<file path="src/rtl/four_bit_down_counter.sv">
// Loadable 4-bit countdown timer with start/busy/done handshake; expiry pulses done for one cycle.
// Optional periodic mode: define DOWN_COUNTER_AUTORELOAD_EN to reload from load on expiry instead of stopping.
module four_bit_down_counter #(
  parameter int unsigned WIDTH = 4
) (
  input  logic             clock,
  input  logic             reset,
  input  logic             start,
  input  logic             count,
  input  logic [WIDTH-1:0] load,
  output logic [WIDTH-1:0] out,
  output logic             busy,
  output logic             done
);

  typedef enum logic [1:0] {
    S_IDLE = 2'd0,
    S_RUN  = 2'd1,
    S_DONE = 2'd2
  } state_t;

  state_t           r_state;
  logic [WIDTH-1:0] r_out;
  logic             r_busy;
  logic             r_done;

  logic [WIDTH-1:0] w_dec;
  logic             w_carry;
  logic             w_load_zero;
  logic             w_out_one;

  // Decrement as out + all-ones through a ripple-carry chain; final carry-out is dropped.
  always_comb begin
    w_dec   = '0;
    w_carry = 1'b0;
    for (int i = 0; i < int'(WIDTH); i++) begin
      w_dec[i] = r_out[i] ^ 1'b1 ^ w_carry;
      w_carry  = r_out[i] | w_carry;
    end
  end

  assign w_load_zero = (load == '0);
  assign w_out_one   = (r_out == WIDTH'(1));

  // Single state/output register process; start takes priority in every state.
  always_ff @(posedge clock) begin
    if (reset) begin
      r_state <= S_IDLE;
      r_out   <= '0;
      r_busy  <= 1'b0;
      r_done  <= 1'b0;
    end else if (start) begin
      r_out <= load;
      if (w_load_zero) begin
        r_state <= S_DONE;
        r_busy  <= 1'b0;
        r_done  <= 1'b1;
      end else begin
        r_state <= S_RUN;
        r_busy  <= 1'b1;
        r_done  <= 1'b0;
      end
    end else begin
      r_done <= 1'b0;
      case (r_state)
        S_RUN: begin
          if (count) begin
            if (w_out_one) begin
`ifdef DOWN_COUNTER_AUTORELOAD_EN
              r_out  <= load;
              r_done <= 1'b1;
              if (w_load_zero) begin
                r_state <= S_DONE;
                r_busy  <= 1'b0;
              end
`else
              r_out   <= '0;
              r_state <= S_DONE;
              r_busy  <= 1'b0;
              r_done  <= 1'b1;
`endif
            end else begin
              r_out <= w_dec;
            end
          end
        end
        default: begin
          // DONE falls back to IDLE; out is already zero here.
          r_state <= S_IDLE;
          r_busy  <= 1'b0;
        end
      endcase
    end
  end

  assign out  = r_out;
  assign busy = r_busy;
  assign done = r_done;

endmodule

</file>
<file path="config.mk">
export PLATFORM = sky130hd
export DESIGN_NAME = four_bit_down_counter
export DESIGN_NICKNAME = d
export VERILOG_FILES = /design/src/rtl/four_bit_down_counter.sv
export SDC_FILE = /design/constraint.sdc
export NUM_CORES = 1
export LEC_CHECK = 0
export ABC_AREA = 1
export CELL_PAD_IN_SITES_DETAIL_PLACEMENT = 1
export CELL_PAD_IN_SITES_GLOBAL_PLACEMENT = 1
export CORE_MARGIN = 2
export CORE_UTILIZATION = 30
export CTS_BUF_LIST = sky130_fd_sc_hd__clkbuf_4 sky130_fd_sc_hd__clkbuf_8
export CTS_CLUSTER_DIAMETER = 100
export CTS_CLUSTER_SIZE = 14
export DETAILED_ROUTE_END_ITERATION = 10
export HOLD_SLACK_MARGIN = 0.08
export PLACE_DENSITY_LB_ADDON = 0.1
export SETUP_SLACK_MARGIN = 0.3
export SLEW_MARGIN = 40
export SYNTH_ARGS = -nofsm -noshare
export SYNTH_HDL_FRONTEND = slang
export SYNTH_SLANG_ARGS = --single-unit
</file>
<file path="constraint.sdc">
create_clock -name clock -period 1.6 [get_ports clock]
set_input_delay 0.16 -clock clock [delete_from_list [all_inputs] [get_ports clock]]
set_output_delay 0.16 -clock clock [all_outputs]
set_load 0.05 [all_outputs]
</file>
**After elaboration in Yosys (flattened, before gate mapping)**

Cells that the tools add are included.

- Register bits after elaboration: 8
- Input port bits: 8
- Output and inout port bits: 6
- Logic and storage cells: 41

- Equal/unequal tests: 4
- Multiplexer cells: 19
- Bitwise operators: 9
- Reductions and logical operators: 5

Operators with widths:

| cell | count |
|---|---|
| 4-bit 2-to-1 mux | 4 |
| 1-bit 2-to-1 mux | 10 |
| 2-bit 2-to-1 mux | 5 |
| 3-bit inequality test (second input constant) | 2 |
| 4-bit by 1-bit == test with 1-bit output (second input constant) | 1 |
| 4-bit logical NOT | 1 |
| 1-bit inverter | 4 |
| 2-bit AND reduction | 2 |
| 2-bit nonzero test | 2 |
| 1-bit XOR | 3 |
| 2-bit by 1-bit == test with 1-bit output (second input constant) | 1 |
| 1-bit OR | 2 |

**Longest topological paths before layout**

Gate-level depths: netlist of the first run.

- Word-level depth: 7
- Mapped depth: 10
- Mapped depth without buffers: 10

**Worst setup path after synthesis of the first run**

OpenSTA, ideal clock, no wires.

- Path kind: register to register
- Start point: reg r_out[0] (netlist: out[0])
- End point: reg r_out[2] (netlist: out[2])
- Library setup time: 0.064 ns
- Arrival: 1.527 ns
- Data required time: 1.536 ns
- Path slack: 0.009 ns
- Cell stages (with the launch flop): 9
- Buffers on the path: 0
- Period minus slack after synthesis: 1.591 ns
- Path through: dfxtp_1 > inv_1 > ha_1 > ha_1 > nor2_1 > nand2_1 > nor2_1 > nor2_1 > nor2_1

- Cells in the longest elaborated chain, start to end: 6
- Elaborated cells on any way between the ends: 7
- Classes of those cells: eq/ne (1); mux (4); bitwise (2)

RTL lines:

| element | line | RTL |
|---|---|---|
| from (decl) | 23 | `logic [WIDTH-1:0] r_out;` |
| from (signal assigned) | 53 | `r_out <= load;` |
| from (signal assigned) | 83 | `r_out <= w_dec;` |
| 1-bit OR | 38 | `w_carry = r_out[i] \| w_carry;` |
| 1-bit XOR | 37 | `w_dec[i] = r_out[i] ^ 1'b1 ^ w_carry;` |
| 4-bit 2-to-1 mux * | 68 | `if (w_out_one) begin` |
| 4-bit 2-to-1 mux * | 67 | `if (count) begin` |
| 4-bit 2-to-1 mux * | 65 | `case (r_state)` |
| 4-bit 2-to-1 mux * | 52 | `end else if (start) begin` |

Every way passes the cells marked *; elsewhere a longest branch is shown, timed or not. The select of a mux whose other input is x is not followed.
A chain may end at the register's enable or synchronous reset.

**Worst setup path after layout of the first run**

- Start point: reg r_out[1] (netlist: out[1])
- End point: reg r_out[2] (netlist: out[2])

The elaborated chain is that of the path after synthesis.

==> impl_metrics.toml, run 1 <==
[worst_setup_path]
critPathRequiredTime_ns = 1.74
crit_top_cell = "nor2_1"
reg2reg_setup_slack_ns = 0.37
worstSetupPathType = "flop to flop"
endpoint_kind = "flop"
critPathLaunchType = "flop"
cpPeakStageDelay_ns = 0.35
cp_cell_sequence = "inv_2, ha_4, ha_4, nor2_1, nand2_1, nor2_1, nor2_1, nor2_1"
crit_path_max_fanout = 3
cp.arrival_ns = 1.37
slowest_stage = "dfxtp_4"

[drt]
wl_per_cell_um = 11.6
vias_per_cell = 4.63
firstDrtPassIters = 4
dr_total_vias = 454
wl_mm = 1.13
drc = 0
drtIter0Drc = 7
antenna_left = 0

[timing]
fin_tns_setup_ns = 0
worst_clock_skew_ns = 0.00771
whs_ns = 0.452
setup-violations-final = 0
max_freq_ghz = 0.813
hold_violations = 0
final_max_slew_viol_count = 0
period_share = 0.769
finalCriticalPeriod_ns = 1.23
rsz0062_at_grt = "yes"
worst_slew_pin_slew_ns = 0.519
max-slew-margin-rel = 0.653

[floorplan]
die_w_um = 41.6
io_pins = 14
rows = 13
core-area_um2 = 1320
floorplan.initialDensity = 0.322
die_h_um = 41.6
dieArea_um2 = 1730

[final_layout]
utilization = 0.486
final_cell_mix = "16 x nor2_1, 14 x nand2_1, 8 x buf_4"
layoutNonFillerInstCount = 98
final_common_cell = "nor2_1"
final_area_um2 = 641
fillers = 170
fin_nets = 95
num_antenna_cells = 0
area_delta_synth_final_pct = 51.0
drive_gt1_frac = 0.349
multi_input_comb_area_um2 = 265
regArea_um2 = 149

[global_routing]
grt-ovfl-total = 0
grt_max_degree = 11
track_usage = 0.137
grt_pass1_wl_mm = 1.84
antenna_found_initial = 0
grt_pass1_vias = 419

[pwr]
powerDensity_nw_per_um2 = 876
switching_power_w = 0.000188
irDropWorstVdd_mv = 0.606
power_leakage_nw = 0.313
switching_share = 0.336
power_frac_clock = 0.322
internal-power_w = 0.000373
combPwrFrac = 0.323
seqPwrFrac = 0.355

[place]
hpwl_um = 833
gp_congestion = 0.769
placed_cell_area_um2 = 558
place_inst = 92
port_buffers = 13

[cts]
clk_latency_ns = 0.25
cts_made_buffers = 3
clockRootBuffer = "clkbuf_4"
clockBufferDepth = 2
cts_htree_levels = 1
clkTransAtPathRegs_ns = 0.06
cts_tree = "yes"
cts.sinks = 7

[yosys]
synth.distinct_cells = 14
synth_top_family_by_area = "simple AND/OR/NAND/NOR gates"
netlist_instances = 65
synth.avg_cell_area_um2 = 6.53
syn_area_um2 = 424
seq_area_frac_synth = 0.330
synth.mux.area_fraction = 0
synthAdderAreaFrac = 0.0885
yosys.area_share.simple = 0.354
synth_seq_cells = 7
synthXorXnorAreaFrac = 0
syn_nets = 76
yosys_warnings = 0
synth_compound_area_frac = 0.0944

[worst_hold_path]
hold_path_class = "input pin to flop"

[job]
cap_violations = 0

[status]
status = "finished clean"
per-layer routing:
| layer | wire (µm) | global-route usage |
|---|---|---|
| met1 | 524 | 0.173 |
| met5 | 0 | 0 |
| met3 | 66 | 0.0217 |
| met2 | 536 | 0.228 |
| met4 | 5 | 0.0581 |
power by group through the flow:
stage	sequential, W	clock (W)	combinational (W)
global placement	0.000204	0	0.000157
floorplan	0.000242	0	0.0000670
CTS	0.000199	0.000191	0.000174
global route	0.000201	0.000200	0.000200
detailed placement	0.000205	0	0.000158
finish	0.000199	0.000181	0.000181
layout make-up:
type | instances | area share
Sequential cell | 7 | 0.232
Tap cell | 15 | 0.0293
Multi-Input combinational cell | 47 | 0.414
Timing Repair Buffer | 15 | 0.207
Inverter | 10 | 0.0703
Clock buffer | 4 | 0.0469
kinds of logic (layout without fill, tap and decap cells):
kind of cell               Yosys count  in the layout
AOI/OAI and AO/OA                    8              8
and+or+nand+nor                     36             36
adders and majority gates            3              3
DFF                                  7              7
buffers and inverters               11             29
through the flow:
stage	setup WS, ns	total power (W)
after floorplan	0.314	0.000309
after CTS	0.333	0.000565
after global placement	0.142	0.000361
final	0.369	0.000561
after global routing	0.293	0.000601
after detailed placement	0.127	0.000363
cell usage after synthesis:
| cell | instances | area share |
|---|---|---|
| inv_2 | 3 | 0.027 |
| o21ai_0 | 3 | 0.035 |
| nand2_1 | 14 | 0.12 |
| a21oi_1 | 3 | 0.035 |
| inv_8 | 1 | 0.027 |
| inv_1 | 6 | 0.053 |
| nand2_2 | 2 | 0.029 |
| nand3_1 | 3 | 0.035 |
| nand3_2 | 1 | 0.024 |
| ha_1 | 3 | 0.089 |
| o21ai_1 | 2 | 0.024 |
| nor2_1 | 16 | 0.14 |
| buf_6 | 1 | 0.027 |
| dfxtp_1 | 7 | 0.33 |
sequential cells by signal (all words and copies together) (netlist names):
register / cells
r_state: 2
out: 4
done: 1
critical path, delay by kind of cell (launching register included):
| family | cells | cell delay, ns |
|---|---|---|
| AND/OR/NAND/NOR | 5 | 0.31 |
| buffers and inverters | 1 | 0.05 |
| flip-flops | 1 | 0.35 |
| adder cells (fa/ha/maj) | 2 | 0.40 |
repair_timing:
item | 4_1_cts | 5_1_grt
hold buffers | 0 | 0
setup endpoints to repair | 1 | 3
resized for setup | 1 | 5
pin swaps | 5 | 3
setup buffers | 2 | 0
path summary, 6_finish.rpt:
kind,from,endpoint,depth (start not counted)
worst max register to register,out[1]$_SDFFE_PP0P_,out[2]$_SDFFE_PP0P_,8
worst max-delay path,out[1]$_SDFFE_PP0P_,out[2]$_SDFFE_PP0P_,8
worst min register to register,out[1]$_SDFFE_PP0P_,out[1]$_SDFFE_PP0P_,2
worst min-delay path,start,r_state[0]$_SDFFE_PP0P_,3
Power figures use the tool's default switching activity.
==> run 2, diff against run 1 <==
--- a/config.mk
+++ b/config.mk
@@ -9,7 +9,7 @@
 export CELL_PAD_IN_SITES_DETAIL_PLACEMENT = 1
 export CELL_PAD_IN_SITES_GLOBAL_PLACEMENT = 1
 export CORE_MARGIN = 2
-export CORE_UTILIZATION = 30
+export CORE_UTILIZATION = 28
 export CTS_BUF_LIST = sky130_fd_sc_hd__clkbuf_4 sky130_fd_sc_hd__clkbuf_8
 export CTS_CLUSTER_DIAMETER = 100
 export CTS_CLUSTER_SIZE = 14
==> constraint.sdc (replaced) <==
create_clock -name clock -period 1 [get_ports clock]
set_input_delay 0.1 -clock clock [delete_from_list [all_inputs] [get_ports clock]]
set_output_delay 0.1 -clock clock [all_outputs]
set_load 0.05 [all_outputs]
==> run 2 against run 1 <==
Against the previous run:
- the run now ends with negative setup slack left
- total power increased by 82%
- fmax increased by 7.2%
- sequential share of layout area decreased by 3.5 points
- critical path type unchanged
- highest routed layer unchanged
==> impl_metrics.toml, run 2 (synthesized netlist as in run 1, its figures left out) <==
[final_layout]
layoutNonFillerInstCount = 105
final_common_cell = "nor2_1"
largest_reg_flops = 4
num_antenna_cells = 0
final_area_um2 = 800
fin_nets = 101
final_cell_mix = "15 x nor2_1, 13 x nand2_1, 7 x clkdlybuf4s50_1"
area_delta_synth_final_pct = 88.5
utilization = 0.550
drive_gt1_frac = 0.449

[drt]
firstDrtPassIters = 2
wl_per_cell_um = 11.9
vias_per_cell = 4.65
dr_total_vias = 488
wl_mm = 1.25
drc = 0
drtIter0Drc = 1
antenna_left = 0

[floorplan]
die_w_um = 42.9
io_pins = 14
floorplan.initialDensity = 0.292
core-area_um2 = 1450
rows = 14
dieArea_um2 = 1840
die_h_um = 42.9

[place]
port_buffers = 13
gp_congestion = 0.736
hpwl_um = 972
dpl_worst_slack_ns = -0.254
place_inst = 99
placed_cell_area_um2 = 722

[timing]
fin_ws_ns = -0.148
worst_slew_pin_slew_ns = 0.201
rsz0062_at_grt = "yes"
max-slew-margin-rel = 0.865
max_freq_ghz = 0.871
period_share = 1.15
hold_violations = 0
worst_clock_skew_ns = 0.00654
finalCriticalPeriod_ns = 1.15
setup-violations-final = 6
final_max_slew_viol_count = 0

[worst_setup_path]
critPathRequiredTime_ns = 1.16
endpoint_kind = "flop"
critPathLaunchType = "flop"
crit_path_max_fanout = 2
reg2reg_setup_slack_ns = -0.15
worstReg2RegEnd = "out[2]$_SDFFE_PP0P_"
critPathLaunch = "out[1]$_SDFFE_PP0P_"
worstRegToRegCells = 8
reg2reg_from = "out[1]$_SDFFE_PP0P_"
worstSetupPathType = "flop to flop"
endpoint = "out[2]$_SDFFE_PP0P_"
cp.arrival_ns = 1.31

[cts]
clockBufferDepth = 2
clk_latency_ns = 0.27
cts_tree = "yes"
cts_made_buffers = 3
clkTransAtPathRegs_ns = 0.06
clockRootBuffer = "clkbuf_4"
ctsHoldBuffers = 0
cts_htree_levels = 1
cts.sinks = 7

[pwr]
p_total_w = 0.00102
power_frac_clock = 0.304
irDropWorstVdd_mv = 0.937
switching_share = 0.339
seqPwrFrac = 0.315
powerDensity_nw_per_um2 = 1280
internal-power_w = 0.000677
combPwrFrac = 0.381
switching_power_w = 0.000347
power_leakage_nw = 0.362

[global_routing]
antenna_found_initial = 0
grt-ovfl-total = 0
grt_max_degree = 11
grt_pass1_wl_mm = 2.20
grt_pass1_vias = 494
track_usage = 0.167

[status]
violations = "negative setup slack"
status = "finished, violations left"

[worst_hold_path]
hold_path_class = "input pin to flop"
worst_hold_path.num_cells = 3

[job]
cap_violations = 0
## run 2: changes by cell type in the layout (fill, tap and decap cells not counted), sizes merged
cell	delta
dlymetal6s2s	-1
clkdlybuf4s50	+1
buf	+6
## run 2: worst max-delay path, stage by stage (launching register included)
cell and delay, ns:
dfxtp_4 0.36, inv_4 0.04, ha_4 0.15, ha_4 0.25, nor2_1 0.03, nand2_1 0.05
nor2_1 0.04, nor2_1 0.08, nor2_1 0.04
## run 2: layer usage
layer / vias up / wire length (µm) / track usage / part of all wire
met5: - / 0 / 0 / 0
met4: 0 / 23 / 0.0938 / 0.018
met3: 3 / 52 / 0.0553 / 0.042
met2: 13 / 615 / 0.288 / 0.49
met1: 220 / 561 / 0.176 / 0.45
li1: 252 / - / - / -
## run 2: area by class of cell
class	instances	area [µm²]
inverters	10	47.5
repair buffers	21	265
multi-input cells	47	279
flip-flops and latches	7	158
well taps	16	20.0
clock buffers	4	30.0
fillers	186	654
## run 2: per-stage QoR
step,TNS [ns],hold WS [ns]
floorplan,-0.657,0.159
global placement,-1.25,0.553
detailed placement,-1.35,0.551
CTS,-0.614,0.507
global route,-1.23,0.529
finish,-0.644,0.512
## run 2: worst min path at each step
stage                                from                      end  slack [ns]
after floorplan                     reset  r_state[0]$_SDFFE_PP0P_        0.16
after global placement    done$_SDFF_PP0_                     done        0.55
after detailed placement  done$_SDFF_PP0_                     done        0.55
after CTS                           reset  r_state[0]$_SDFFE_PP0P_        0.51
after global routing                reset  r_state[0]$_SDFFE_PP0P_        0.53
final                             load[0]      out[0]$_SDFFE_PP0P_        0.51
## run 2: timing repair
action | 4_1_cts | 5_1_grt
endpoints found under the setup margin | 13 | 13
gates resized for setup | 11 | 1
buffers inserted | 1 | 1
pin swaps | 3 | 1
## run 2: power groups by stage
stage	registers, W	logic [W]	clock network (W)
6_report	0.000323	0.000390	0.000311
5_1_grt	0.000326	0.000425	0.000338
4_1_cts	0.000322	0.000388	0.000328
3_5_place_dp	0.000329	0.000363	0
3_3_place_gp	0.000327	0.000355	0
2_1_floorplan	0.000390	0.000128	0
==> run 3, diff against run 2 <==
--- a/config.mk
+++ b/config.mk
@@ -14,6 +14,7 @@
 export CTS_CLUSTER_DIAMETER = 100
 export CTS_CLUSTER_SIZE = 14
 export DETAILED_ROUTE_END_ITERATION = 10
+export GPL_TIMING_DRIVEN = 0
 export HOLD_SLACK_MARGIN = 0.08
 export PLACE_DENSITY_LB_ADDON = 0.1
 export SETUP_SLACK_MARGIN = 0.3
==> run 3 against run 2 <==
Against the previous run:
- the run still ends with negative setup slack left
- sequential power hardly changed
- sequential cell count stayed put
- non-clock buffer count is 6 lower
- hold slack worse by 0.38 ns
- fmax is 0.51% lower
- clock power is 6% lower
- cell count is 5.7% lower
- combinational power is 16% lower
- register-to-register slack hardly changed
- worst setup slack worse by 0.0059 ns
- critical endpoint unchanged
- highest routed layer unchanged
==> impl_metrics.toml, run 3 (synthesized netlist as in run 1, its figures left out) <==
[status]
status = "finished, violations left"
violations = "negative setup slack"

[timing]
max_freq_ghz = 0.867
setup-violations-final = 5
worst_clock_skew_ns = 0.00238
worst_slew_pin_slew_ns = 0.232
fin_ws_ns = -0.154
period_share = 1.15
finalCriticalPeriod_ns = 1.15
hold_violations = 0
rsz0062_at_grt = "yes"
final_max_slew_viol_count = 0
max-slew-margin-rel = 0.845

[worst_setup_path]
cp_cell_sequence = "inv_2, ha_4, ha_4, nor2_1, nand2_1, nor2_1, nor2_1, nor2_1"
cp.arrival_ns = 1.29
worstSetupPathType = "flop to flop"
path_buf_inv = 1
critPathRequiredTime_ns = 1.14
slowest_stage = "dfxtp_4"
crit_top_cell = "nor2_1"
cpPeakStageDelay_ns = 0.36
crit_path_max_fanout = 3
endpoint_kind = "flop"
cpLargestDelayFamily = "adder cells"
critPathLaunchType = "flop"

[pwr]
internal-power_w = 0.000627
switching_share = 0.334
powerDensity_nw_per_um2 = 1310
p_total_w = 0.000942
seqPwrFrac = 0.344
power_frac_clock = 0.311
combPwrFrac = 0.346
power_leakage_nw = 0.332
switching_power_w = 0.000315
irDropWorstVdd_mv = 0.745

[global_routing]
grt_pass1_wl_mm = 1.91
track_usage = 0.138
antenna_found_initial = 0
grt_pass1_vias = 471
grt-ovfl-total = 0
grt_max_degree = 11

[drt]
drtIter0Drc = 2
wl_mm = 1.07
wl_per_cell_um = 10.8
firstDrtPassIters = 2
vias_per_cell = 4.52
antenna_left = 0
drc = 0
dr_total_vias = 447

[floorplan]
die_h_um = 42.9
floorplan.initialDensity = 0.292
io_pins = 14
dieArea_um2 = 1840
core-area_um2 = 1450
rows = 14
die_w_um = 42.9

[cts]
clockBufferDepth = 2
cts.sinks = 7
clk_latency_ns = 0.25
cts_htree_levels = 1
clkTransAtPathRegs_ns = 0.06
cts_made_buffers = 3
ctsHoldBuffers = 0
clockRootBuffer = "clkbuf_4"
cts_tree = "yes"

[final_layout]
num_antenna_cells = 0
utilization = 0.493
final_common_cell = "nor2_1"
fin_nets = 95
area_delta_synth_final_pct = 69.0
final_cell_mix = "16 x nor2_1, 13 x nand2_1"
largest_reg_flops = 4
final_area_um2 = 717
drive_gt1_frac = 0.422

[place]
port_buffers = 12
placed_cell_area_um2 = 618
gp_congestion = 0.707
hpwl_um = 824

[job]
cap_violations = 0

[worst_hold_path]
hold_path_class = "input pin to flop"
==> run 3: cell count changes in the layout (fill, tap and decap cells not counted), moves of 2 or more <==
cell             before  now
clkdlybuf4s50_1       7    5
buf_8                 0    5
buf_12                6    0
buf_4                 4    1
==> run 3: tightest hold or removal path, delay by kind of cell <==
kind | cells | cell delay [ns]
simple gates | 1 | 0.06
compound gates | 1 | 0.05
buf+inv | 1 | 0.13
==> run 3: path summary, 6_finish.rpt <==
| kind | slack (ns) | end | cells after the start | start |
|---|---|---|---|---|
| hold / removal | 0.13 | r_state[0]$_SDFFE_PP0P_ | 3 | start |
| hold reg to reg | 0.59 | out[1]$_SDFFE_PP0P_ | 2 | out[1]$_SDFFE_PP0P_ |
| setup / recovery | -0.15 | out[2]$_SDFFE_PP0P_ | 8 | out[0]$_SDFFE_PP0P_ |
| setup reg to reg | -0.15 | out[2]$_SDFFE_PP0P_ | 8 | out[0]$_SDFFE_PP0P_ |
==> run 3: layout make-up <==
| cell class | count | area, µm² |
|---|---|---|
| sequential | 7 | 160 |
| timing repair buffer | 14 | 168 |
| tap | 16 | 20.0 |
| clock buffer | 4 | 30.0 |
| fill | 195 | 737 |
| buffer | 1 | 11.3 |
| multi-input combinational | 47 | 280 |
| inverter | 10 | 47.5 |
==> run 3: what timing repair did <==
item | CTS | global route
endpoints found under the hold margin | 0 | 0
pin swaps | 2 | 2
resized for setup | 51 | 8
endpoints found under the setup margin | 13 | 13
buffers inserted | 0 | 2
==> run 3: per-stage QoR <==
step | TNS, ns | worst slack [ns] | std cells | hold slack [ns]
after floorplan | -0.657 | -0.226 | 65 | 0.159
after global placement | -2.21 | -0.253 | 93 | 0.401
after detailed placement | -2.25 | -0.249 | 93 | 0.396
after CTS | -0.514 | -0.183 | 97 | 0.123
after global routing | -0.942 | -0.255 | 99 | 0.144
final | -0.413 | -0.154 | 99 | 0.133
==> run 3: layer usage <==
layer	global-route usage	vias to the layer above	routed length, µm	part of all wire
met3	0.0255	2	47	0.044
met1	0.173	198	514	0.48
met5	0	-	0	0
li1	-	237	-	-
met4	0.0938	0	10	0.0094
met2	0.212	10	494	0.46
==> run 3: power by group through the flow <==
stage / combinational, W / clock [W] / sequential, W
final: 0.000326 / 0.000293 / 0.000324
after global routing: 0.000360 / 0.000325 / 0.000326
after CTS: 0.000304 / 0.000305 / 0.000327
after detailed placement: 0.000285 / 0 / 0.000328
after global placement: 0.000282 / 0 / 0.000327
after floorplan: 0.000128 / 0 / 0.000390
